===== src/rtl/dfe_out_fifo_if.sv =====
// dfe_out_fifo_if: sample handshake, stats control and status bundle of the decimator output FIFO
interface dfe_out_fifo_if #(
    parameter int DATA_WIDTH     = 16,
    parameter int DEPTH          = 16,
    parameter int DROP_CNT_WIDTH = 8
);
    logic                      valid_in;
    logic [DATA_WIDTH-1:0]     data_in;
    logic                      out_ready;
    logic                      out_valid;
    logic [DATA_WIDTH-1:0]     out_data;
    logic                      clr_stats;
    logic [$clog2(DEPTH):0]    level;
    logic                      almost_full;
    logic                      full;
    logic                      drop_sticky;
    logic [DROP_CNT_WIDTH-1:0] drop_count;
    modport master (
        output valid_in, data_in, out_ready, clr_stats,
        input  out_valid, out_data, level, almost_full, full, drop_sticky, drop_count
    );
    modport slave (
        input  valid_in, data_in, out_ready, clr_stats,
        output out_valid, out_data, level, almost_full, full, drop_sticky, drop_count
    );
endinterface


===== src/rtl/dfe_out_fifo.sv =====
// dfe_out_fifo: first-word fall-through output buffer with drop-on-full accounting
module dfe_out_fifo #(
    parameter int DATA_WIDTH     = 16,
    parameter int DEPTH          = 16,
    parameter int AFULL_THRESH   = 12,
    parameter int DROP_CNT_WIDTH = 8
) (
    input logic           clk,
    input logic           rst,
    dfe_out_fifo_if.slave bus
);
    localparam int AW = $clog2(DEPTH);
    localparam int LW = AW + 1;

    logic [DATA_WIDTH-1:0]     mem_q [DEPTH];
    logic [AW-1:0]             wr_ptr_q, wr_ptr_d, rd_ptr_q, rd_ptr_d;
    logic [LW-1:0]             level_q, level_d;
    logic                      full_q, full_d, afull_q, afull_d, sticky_q, sticky_d;
    logic [DROP_CNT_WIDTH-1:0] cnt_q, cnt_d;
    logic                      push, pop, drop, not_empty;

    always_comb begin
        not_empty = level_q != '0;
        pop       = not_empty && bus.out_ready;
        push      = bus.valid_in && (!full_q || pop);
        drop      = bus.valid_in && full_q && !pop;
        wr_ptr_d  = wr_ptr_q + AW'(push);
        rd_ptr_d  = rd_ptr_q + AW'(pop);
        level_d   = level_q + LW'(push) - LW'(pop);
        full_d    = level_d == LW'(DEPTH);
        afull_d   = level_d >= LW'(AFULL_THRESH);
        sticky_d  = drop || (sticky_q && !bus.clr_stats);
        // a drop coinciding with a clear counts as the first loss after the clear
        cnt_d     = bus.clr_stats ? DROP_CNT_WIDTH'(drop)
                  : (drop && cnt_q != '1) ? cnt_q + DROP_CNT_WIDTH'(1) : cnt_q;
    end

    always_ff @(posedge clk) begin
        if (rst) begin
            wr_ptr_q <= '0;
            rd_ptr_q <= '0;
            level_q  <= '0;
            full_q   <= 1'b0;
            afull_q  <= 1'b0;
            sticky_q <= 1'b0;
            cnt_q    <= '0;
        end else begin
            wr_ptr_q <= wr_ptr_d;
            rd_ptr_q <= rd_ptr_d;
            level_q  <= level_d;
            full_q   <= full_d;
            afull_q  <= afull_d;
            sticky_q <= sticky_d;
            cnt_q    <= cnt_d;
        end
    end

    always_ff @(posedge clk) begin
        if (push) mem_q[wr_ptr_q] <= bus.data_in;
    end

    assign bus.out_valid   = not_empty;
    assign bus.out_data    = not_empty ? mem_q[rd_ptr_q] : '0;
    assign bus.level       = level_q;
    assign bus.full        = full_q;
    assign bus.almost_full = afull_q;
    assign bus.drop_sticky = sticky_q;
    assign bus.drop_count  = cnt_q;
endmodule

===== src/flat_wrapper.sv =====
// flat-port wrapper written by rule: the top's interface ports become plain ports
module dfe_out_fifo_flat 
#(
    parameter int DATA_WIDTH     = 16,
    parameter int DEPTH          = 16,
    parameter int AFULL_THRESH   = 12,
    parameter int DROP_CNT_WIDTH = 8
)
  (clk, rst, bus_valid_in, bus_data_in, bus_out_ready, bus_clr_stats, bus_out_valid, bus_out_data, bus_level, bus_almost_full, bus_full, bus_drop_sticky, bus_drop_count);
  dfe_out_fifo_if #(.DATA_WIDTH(DATA_WIDTH), .DEPTH(DEPTH), .DROP_CNT_WIDTH(DROP_CNT_WIDTH)) bus_i ();
  input logic clk;
  input logic rst;
  input wire logic [$bits(bus_i.valid_in)-1:0] bus_valid_in;
  input wire logic [$bits(bus_i.data_in)-1:0] bus_data_in;
  input wire logic [$bits(bus_i.out_ready)-1:0] bus_out_ready;
  input wire logic [$bits(bus_i.clr_stats)-1:0] bus_clr_stats;
  output wire logic [$bits(bus_i.out_valid)-1:0] bus_out_valid;
  output wire logic [$bits(bus_i.out_data)-1:0] bus_out_data;
  output wire logic [$bits(bus_i.level)-1:0] bus_level;
  output wire logic [$bits(bus_i.almost_full)-1:0] bus_almost_full;
  output wire logic [$bits(bus_i.full)-1:0] bus_full;
  output wire logic [$bits(bus_i.drop_sticky)-1:0] bus_drop_sticky;
  output wire logic [$bits(bus_i.drop_count)-1:0] bus_drop_count;
  assign bus_i.valid_in = bus_valid_in;
  assign bus_i.data_in = bus_data_in;
  assign bus_i.out_ready = bus_out_ready;
  assign bus_i.clr_stats = bus_clr_stats;
  assign bus_out_valid = bus_i.out_valid;
  assign bus_out_data = bus_i.out_data;
  assign bus_level = bus_i.level;
  assign bus_almost_full = bus_i.almost_full;
  assign bus_full = bus_i.full;
  assign bus_drop_sticky = bus_i.drop_sticky;
  assign bus_drop_count = bus_i.drop_count;
  dfe_out_fifo #(.DATA_WIDTH(DATA_WIDTH), .DEPTH(DEPTH), .AFULL_THRESH(AFULL_THRESH), .DROP_CNT_WIDTH(DROP_CNT_WIDTH)) u_core (.clk(clk), .rst(rst), .bus(bus_i));
endmodule

===== config.mk =====
export PLATFORM = sky130hd
export DESIGN_NAME = dfe_out_fifo_flat
export DESIGN_NICKNAME = d
export VERILOG_FILES = /design/src/rtl/dfe_out_fifo_if.sv /design/src/rtl/dfe_out_fifo.sv /design/src/flat_wrapper.sv
export SDC_FILE = /design/constraint.sdc
export NUM_CORES = 1
export LEC_CHECK = 0
export ABC_AREA = 1
export BUFFER_PORTS_ARGS = -buffer_cell sky130_fd_sc_hd__buf_2
export CORE_UTILIZATION = 44
export CTS_BUF_LIST = sky130_fd_sc_hd__clkbuf_2 sky130_fd_sc_hd__clkbuf_4 sky130_fd_sc_hd__clkbuf_8
export DETAILED_ROUTE_END_ITERATION = 12
export GPL_ROUTABILITY_DRIVEN = 0
export GPL_TIMING_DRIVEN = 0
export PLACE_DENSITY = 0.58
export SLEW_MARGIN = 20
export SYNTH_ARGS = -nofsm -noshare
export SYNTH_HDL_FRONTEND = slang
export SYNTH_SLANG_ARGS = --single-unit

===== constraint.sdc =====
create_clock -name clk -period 2.57 [get_ports clk]
set_input_delay 0.3855 -clock clk [delete_from_list [all_inputs] [get_ports clk]]
set_output_delay 0.3855 -clock clk [all_outputs]
set_load 0.1 [all_outputs]

# Word level (Yosys, flattened, before mapping)
# Memory sizes are Yosys's and may differ from the RTL's. A register that Yosys moved wholly into a read port is not among the register bits.
# Cells that the tools add are included.
op_classes:
  add_sub_neg: 5
  n_mul: 0
  n_div: 0
  n_lt_le_gt_ge: 1
  n_eq_ne: 2
  shifts: 0
  mux: 6
  bitwise: 0
  n_reduce_logical: 14
ops:
  columns: ["op", "n"]
  rows:
  - ["$mux W16", 1]
  - ["$add A4 B1 Y4", 2]
  - ["$add A8 B1 Y8 const B", 1]
  - ["$ne A8 B8 Y1 const B", 1]
  - ["$logic_and A1 B1 Y1", 6]
  - ["$add A5 B1 Y5", 1]
  - ["$eq A5 B5 Y1 const B", 1]
  - ["$ge A5 B4 Y1 const B", 1]
  - ["$reduce_bool A5 Y1", 1]
  - ["$sub A5 B1 Y5", 1]
  - ["$mux W1", 4]
  - ["$mux W4", 1]
  - ["$logic_not A1 Y1", 3]
  - ["$logic_or A1 B1 Y1", 2]
  - ["$reduce_bool A2 Y1", 1]
  - ["$reduce_or A2 Y1", 1]
word_totals:
  reg_bits: 24
  latch_bits: 0
  ram_bits: 256
  mem_bits_ro: 0
  inputBits: 21
  output_inout_bits: 33
  wordCells: 37
  n_memories: 1
mem_list:
  columns: ["name", "depth", "width", "rd", "rd_clocked_by_memory_dff", "write_ports", "line", "source"]
  rows:
  - ["u_core.mem_q", 16, 16, 1, 1, 1, "dfe_out_fifo.sv:15", "logic [DATA_WIDTH-1:0] mem_q [DEPTH];"]

# Longest topological paths before layout
# Gate-level depths: netlist of run 1.
depth:
  word_depth: 7
  ltp_mapped: 17
  mapped_depth_nobuf: 17

# Worst setup path before layout of run 1
# No wires, ideal clock.
synth_timing:
  path_type: "register -> output"
  start: "register u_core.level_q[2] (netlist: u_core.bus.level[2])"
  end: "output bus_out_data[10]"
  t_arrival_ns: 4.139
  required_ns: 2.184
  setup_slack_ns: -1.955
  path_stages_with_launch: 9
  n_path_buf: 1
  path_cell_list: "dfxtp_1 inv_1 ha_1 inv_1 nor2_1 nand2_1 inv_1 clkbuf_1 a21oi_1"
synth_via:
  elab_chain_cells: 2
synth_lines:
  columns: ["item", "line", "source"]
  rows:
  - ["from (decl)", "dfe_out_fifo.sv:17", "logic [LW-1:0] level_q, level_d;"]
  - ["from (signal assigned)", "dfe_out_fifo.sv:50", "level_q <= level_d;"]
  - ["$reduce_bool A5 Y1", "dfe_out_fifo.sv:23", "not_empty = level_q != '0;"]
  - ["via bus_out_valid", "flat_wrapper.sv:17", "output wire logic [$bits(bus_i.out_valid)-1:0] bus_out_valid;"]
  - ["$mux W16", "dfe_out_fifo.sv:63", "assign bus.out_data = not_empty ? mem_q[rd_ptr_q] : '0;"]
  - ["to (decl)", "flat_wrapper.sv:18", "output wire logic [$bits(bus_i.out_data)-1:0] bus_out_data;"]
# The timed path passes the listed nets, and every way through them passes these cells.

==> run metrics, run 1 <==
Critical Path Max Stage Delay 0.40 ns; Pleak 0.006338 uW; number of placement rows 60; critical path launch point u_core.rd_ptr_q[3]; Detailed Route Iter0 Violations roughly 880; number of nets in the layout 1345; number of antenna violations at the first check in global routing 0; final core utilization 0.5683; Total Routed Length 35270 um; required arrival time at the worst endpoint around 2.2 ns; remaining number of nets flagged by the antenna check after routing 0; count of maximum capacitance violations 0; CP delay by family, top buffers and inverters; result of the run finished clean; endpoint class of the critical path output pin; vias in the first global route 8579; startpoint class of the critical path register; maximum VDD drop 0.8654 mV; synthesis-to-layout area growth 26.77%; Sinks on Clock Net 280; clock latency of the later-clocked register in the worst-skew pair 0.56 ns; number of pins exceeding their max-slew limit in the final report 0; Synth Area per Inst about 10 sq um; synthesized cell area 12080 sq um; Max Freq approximately 390 MHz; number of top-level design ports 54; Via Count 8842; class of the tightest hold or removal check in2reg; core region area 26950 sq um; Max Root-Sink Buffers 3; TritonCTS clock tree built; Clock Skew ~0.018 ns; share of synthesized area occupied by flip-flops and latches 0.6760; number of hold-slack violations in the final timing report 0; RSZ-0062 raised after global routing true; critical hold path startpoint rst; Port Buffer Count 53; Syn Inst Count 1193; wire per inst 20.83 um; Synth Net Count about 1200; maximum number of pins on one net before global-route repair 17; post-route cell area 15320 sq um; Power Dens Cells 966.9 nW/um^2; global router's overall resource usage 0.2540; first-pass iteration count of the detailed router 6; wire length of the first global-routing pass 51720 um; clock root buffer sky130_fd_sc_hd__clkbuf_8; H-tree Lvls 2; half-perimeter wire length after placement around 22000 um; via/cell ratio 5.223; clock-pin slew on the worst setup and hold paths around 0.07 ns; post-route minimum period around 2.6 ns; Data arrival, critical path about 2.2 ns; worst rel slew slack 0.5568; Critical path buffers and inverters 3; Critical Path Slowest Stage Cell sky130_fd_sc_hd__clkbuf_4; final-report setup violation count 0; Critical Setup Path Class reg2out; number of distinct library cells after synthesis 26; part of the cycle the worst path needs 0.9985; launch point of the worst reg-to-reg path u_core.bus.level[3]; dpl cell area 13060 sq um; hold-fix buffers at CTS 0; die span in x 167.7 um; DRC Markers 0; effective utilization at floorplan 0.4483; number of warnings issued by yosys 0; floorplan die height ~170 um; transition at the pin with the smallest max-transition slack 0.6632 ns; # diodes 0; post-synthesis sequential element count 280; Max Fanout on Critical Path 10; Congestion Overflow GR 0; worst-path cell chain buf_2 -> clkbuf_4 -> nand3_2 -> a21oi_4 -> buf_12; share of cells above drive strength 1 0.2419; die area 28130 sq um; total clock buffers created by CTS 47
-- stage by stage --
stage          cells  setup WS [ns]  setup TNS [ns]  power, uW  hold WS, ns
6_report        1693       0.003884               0      14810      0.07318
5_1_grt         1693       -0.07768         -0.4786      15420      0.07752
4_1_cts         1675        -0.2654          -24.19      14420      0.05448
3_5_place_dp    1587        -0.2466          -34.36       9892       0.4420
3_3_place_gp    1587        -0.2185          -34.98       9863       0.4419
2_1_floorplan   1193       -0.03346         -0.2008       8723       0.4583
-- state kept, by name (all words and copies together) (netlist names) --
name                    cells
u_core.bus.almost_full      1
u_core.rd_ptr_q             4
u_core.bus.full             1
u_core.mem_q              256
u_core.bus.level            5
u_core.wr_ptr_q             4
u_core.bus.drop_count       8
u_core.bus.drop_sticky      1
-- worst paths after layout --
kind / to / slack (ns) / cells after the start
setup / recovery: bus_out_data[5] / 0.004 / 5
hold / removal: u_core.bus.level[2] / 0.07 / 2
setup reg to reg: u_core.mem_q[13][10] / 0.08 / 9
hold reg to reg: u_core.bus.drop_sticky / 0.47 / 2
-- synth_stat cells --
library cell	n	area [sq um]
sky130_fd_sc_hd__xor2_1	4	35.03
sky130_fd_sc_hd__nand4_1	4	25.02
sky130_fd_sc_hd__clkinv_1	1	3.750
sky130_fd_sc_hd__inv_1	160	600.6
sky130_fd_sc_hd__nor3_1	1	5.000
sky130_fd_sc_hd__nand3b_1	1	7.510
sky130_fd_sc_hd__buf_1	6	22.52
sky130_fd_sc_hd__buf_2	29	145.1
sky130_fd_sc_hd__fa_1	1	20.02
sky130_fd_sc_hd__nand3_2	1	10.01
sky130_fd_sc_hd__o21ai_0	4	20.02
sky130_fd_sc_hd__nor2_2	1	6.260
sky130_fd_sc_hd__a21oi_1	29	145.1
sky130_fd_sc_hd__clkbuf_1	12	45.04
sky130_fd_sc_hd__edfxtp_1	256	7687
sky130_fd_sc_hd__dfxtp_1	24	480.5
sky130_fd_sc_hd__nand2_1	427	1603
sky130_fd_sc_hd__a21boi_2	1	11.26
sky130_fd_sc_hd__nand3_1	173	865.8
sky130_fd_sc_hd__ha_1	9	112.6
sky130_fd_sc_hd__inv_2	3	11.26
sky130_fd_sc_hd__nor2_1	34	127.6
sky130_fd_sc_hd__xnor2_1	4	35.03
sky130_fd_sc_hd__nand2_2	1	6.260
sky130_fd_sc_hd__buf_4	6	45.04
sky130_fd_sc_hd__or2_2	1	6.260
-- layer usage --
layer | wire length [um] | GRT usage | up-vias
met5 | 0 | 0 | -
met4 | 1046 | 0.1101 | 0
met3 | 2765 | 0.04514 | 63
met2 | 17110 | 0.4143 | 376
met1 | 14340 | 0.3336 | 4252
li1 | - | - | 4151
-- power by group --
group | total [uW] | leakage (uW) | internal, uW | switching (uW)
registers | 5230 | 0.00251 | 5150 | 88.4
clock network | 3860 | 0.000488 | 2090 | 1770
logic | 5720 | 0.00334 | 1830 | 3890
-- layout make-up --
cell class              instances  area (sq um)
fillers                      2262         11630
flip-flops and latches        280          8189
multi-input cells             696          3741
clock buffers                  70         838.3
repair buffers                 73         829.5
inverters                     164         630.6
plain buffers                  52         580.6
well taps                     341         426.7
clock inverters                17         81.33
-- cells by family after synthesis --
logic type / share of synthesized area
simple gates: 0.2204
fa+ha+maj: 0.01098
flops: 0.6760
buf+inv: 0.07228
xor+xnor: 0.005798
compound gates: 0.01460
-- repair_timing --
action	4_1_cts	5_1_grt
gates resized for setup	157	117
pin swaps	5	34
cloned	0	4
setup endpoints to repair	208	257
endpoints found under the hold margin	0	0
buffers inserted	1	15
-- placed cells by master (no fill, tap or decap), types with 17 or more instances in the layout --
cell type | synthesis | routed
sky130_fd_sc_hd__nand2_1 | 427 | 414
sky130_fd_sc_hd__edfxtp_1 | 256 | 256
sky130_fd_sc_hd__inv_1 | 160 | 153
sky130_fd_sc_hd__nand3_1 | 173 | 120
sky130_fd_sc_hd__clkbuf_8 | 0 | 50
sky130_fd_sc_hd__nand3_2 | 1 | 45
sky130_fd_sc_hd__buf_2 | 29 | 39
sky130_fd_sc_hd__buf_12 | 0 | 31
sky130_fd_sc_hd__clkbuf_4 | 0 | 30
sky130_fd_sc_hd__nor2_4 | 0 | 17
sky130_fd_sc_hd__dfxtp_1 | 24 | 17
No activity file was read; power rests on OpenSTA's default activity.
==> run 2: changes to the inputs <==
- CTS_CLUSTER_DIAMETER: unset -> 100
- PLACE_DENSITY: 0.58 -> 0.61
- clock period: 2.57 -> 2.06 ns (I/O delays scaled with it)
==> run metrics, run 2 (same netlist as run 1, synthesis figures left out) <==
effective utilization at floorplan 0.4483 (unchanged); result of the run complete, but fails checks; core region area 26950 sq um (unchanged); number of placement rows 60 (unchanged); remaining number of nets flagged by the antenna check after routing 0 (unchanged); Worst R2R Path Depth 15 (+6); Total Routed Length 35020 um (-0.71%); number of antenna violations at the first check in global routing 0 (unchanged); share of cells above drive strength 1 0.2887 (+0.04686); Sinks on Clock Net 280 (unchanged); half-perimeter wire length after placement 21210 um (-1.7%); internal portion of total power 11470 uW (+27%); total clock buffers created by CTS 47 (unchanged); H-tree Lvls 2 (unchanged); switching power 7376 uW (+28%); required arrival time at the worst endpoint 1.75 ns (-0.43 ns); Max Fanout on Critical Path 5 (-5); # diodes 0 (unchanged); transition at the pin with the smallest max-transition slack 0.5743 ns (-0.08894 ns); Max Root-Sink Buffers 3 (unchanged); wire per inst 20.41 um (-2.0%); Port Buffer Count 53 (unchanged); max FFs per register 256 (unchanged); number of hold-slack violations in the final timing report 0 (unchanged); die area 28130 sq um (unchanged); sum of internal, switching and leakage power 18850 uW (+27%); clock latency of the later-clocked register in the worst-skew pair 0.55 ns (about the same); vias in the first global route 8360 (-2.6%); part of the cycle the worst path needs 1.200; Congestion Overflow GR 0 (unchanged); register with the most flip-flops u_core.mem_q; filler cell count in the final layout 2173 (-3.9%); hold path cells 4 (+2); Power Dens Cells 1181 nW/um^2 (+22%); min setup slack post-route -0.4119 ns (-0.4158 ns); worst rel slew slack 0.6172 (+0.06034); die span in x 167.7 um (unchanged); clock-pin slew on the worst setup and hold paths 0.07 ns (about the same); Max Freq 404.5 MHz; RSZ-0062 raised after global routing true; synthesis-to-layout area growth 32.07%; Detailed Route Iter0 Violations 854 (-3.3%); Net Sw Frac 0.3914 (+0.003252); DRC Markers 0 (unchanged); Clock Skew 0.02323 ns (+0.005210 ns); via/cell ratio 5.228 (about the same); global router's overall resource usage 0.2448 (-0.009136); failing checks negative setup slack; clock root buffer sky130_fd_sc_hd__clkbuf_8; class of the tightest hold or removal check in2reg; count of maximum capacitance violations 0 (unchanged); part of the power in the clock network 0.247 (-0.013); post-route minimum period around 2.5 ns; wire length of the first global-routing pass 50340 um (-2.7%); Pleak 0.006572 uW (+3.7%); Via Count 8971 (+1.5%); final-report setup violation count 35 (+35); number of top-level design ports 54 (unchanged); floorplan die height 167.7 um (unchanged); first-pass iteration count of the detailed router 5 (-1); number of nets in the layout 1370 (+1.9%); fraction of power consumed by sequential logic 0.347 (-0.006); endpoint class of the critical path output pin; TritonCTS clock tree built; Min Hold Slack 0.06049 ns (-0.01269 ns); number of pins exceeding their max-slew limit in the final report 0 (unchanged); startpoint class of the critical path register; maximum VDD drop 1.245 mV (+44%); maximum number of pins on one net before global-route repair 17 (unchanged); Data arrival, critical path 2.16 ns (-0.02 ns); highest-count cells in the layout ignoring fill and taps sky130_fd_sc_hd__nand2_1, sky130_fd_sc_hd__edfxtp_1, sky130_fd_sc_hd__inv_1, sky130_fd_sc_hd__nand3_1, sky130_fd_sc_hd__nand3_2; most common cell after layout, fill and taps aside sky130_fd_sc_hd__nand2_1; Critical Setup Path Class reg2out; part of the power in combinational logic 0.406 (+0.020)
## run 2: layout make-up
| class | instances | area [sq um] | area share |
|---|---|---|---|
| well taps | 341 | 426.7 | 0.02674 |
| clock inverters | 28 | 147.6 | 0.009252 |
| inverters | 164 | 634.4 | 0.03975 |
| flip-flops and latches | 280 | 8192 | 0.5133 |
| repair buffers | 97 | 1192 | 0.07472 |
| plain buffers | 53 | 584.3 | 0.03662 |
| clock buffers | 57 | 721.9 | 0.04524 |
| multi-input cells | 696 | 4059 | 0.2544 |
## run 2: repair_timing
item	CTS	global route
buffers inserted	33	5
endpoints found under the hold margin	1	0
gates resized for setup	194	142
hold buffers	1	0
pin swaps	27	46
setup endpoints to repair	278	277
cloned	0	7
## run 2: power groups by stage
stage,clock [uW],combinational [uW],sequential [uW]
after detailed placement,0,5730,6640
final,4650,7660,6540
after global placement,0,5690,6630
after CTS,4700,6900,6530
after global routing,4960,7990,6560
after floorplan,0,3950,7020
## run 2: worst max-delay path, cell delays in order (launching register included)
cell,delay [ns]
sky130_fd_sc_hd__dfxtp_4,0.38
sky130_fd_sc_hd__inv_8,0.09
sky130_fd_sc_hd__clkbuf_16,0.17
sky130_fd_sc_hd__buf_12,0.12
sky130_fd_sc_hd__nand2_1,0.05
sky130_fd_sc_hd__nand2_1,0.06
sky130_fd_sc_hd__nand2_1,0.05
sky130_fd_sc_hd__nand3_1,0.15
sky130_fd_sc_hd__nand3_2,0.14
sky130_fd_sc_hd__a21oi_4,0.22
sky130_fd_sc_hd__buf_12,0.19
## run 2: final timing paths
path | start | slack, ns | to
min reg2reg | u_core.bus.drop_sticky | 0.46 | u_core.bus.drop_sticky
max reg2reg | u_core.bus.level[3] | -0.23 | u_core.bus.full
min | bus_clr_stats | 0.06 | u_core.bus.drop_sticky
max | u_core.rd_ptr_q[0] | -0.41 | bus_out_data[0]
## run 2: routing by layer
| metal | vias up | GRT usage | wire [um] |
|---|---|---|---|
| met5 | - | 0 | 0 |
| met4 | 0 | 0.1360 | 1555 |
| met3 | 88 | 0.03545 | 2527 |
| met2 | 380 | 0.3991 | 16800 |
| met1 | 4302 | 0.3154 | 14130 |
| li1 | 4201 | - | - |
## run 2: metrics by stage
step                      setup slack [ns]  instance area [sq um]  TNS [ns]  instances    util
after detailed placement           -0.7342                  13130   -129.97       1587  0.4873
after floorplan                    -0.4825                  12440   -103.73       1193       -
final                              -0.4119                  15960    -6.749       1716  0.5921
after global routing               -0.4566                  15960    -8.914       1716  0.5921
after CTS                          -0.4005                  15190    -6.343       1706  0.5636
after global placement             -0.7312                  13130   -124.26       1587  0.4871
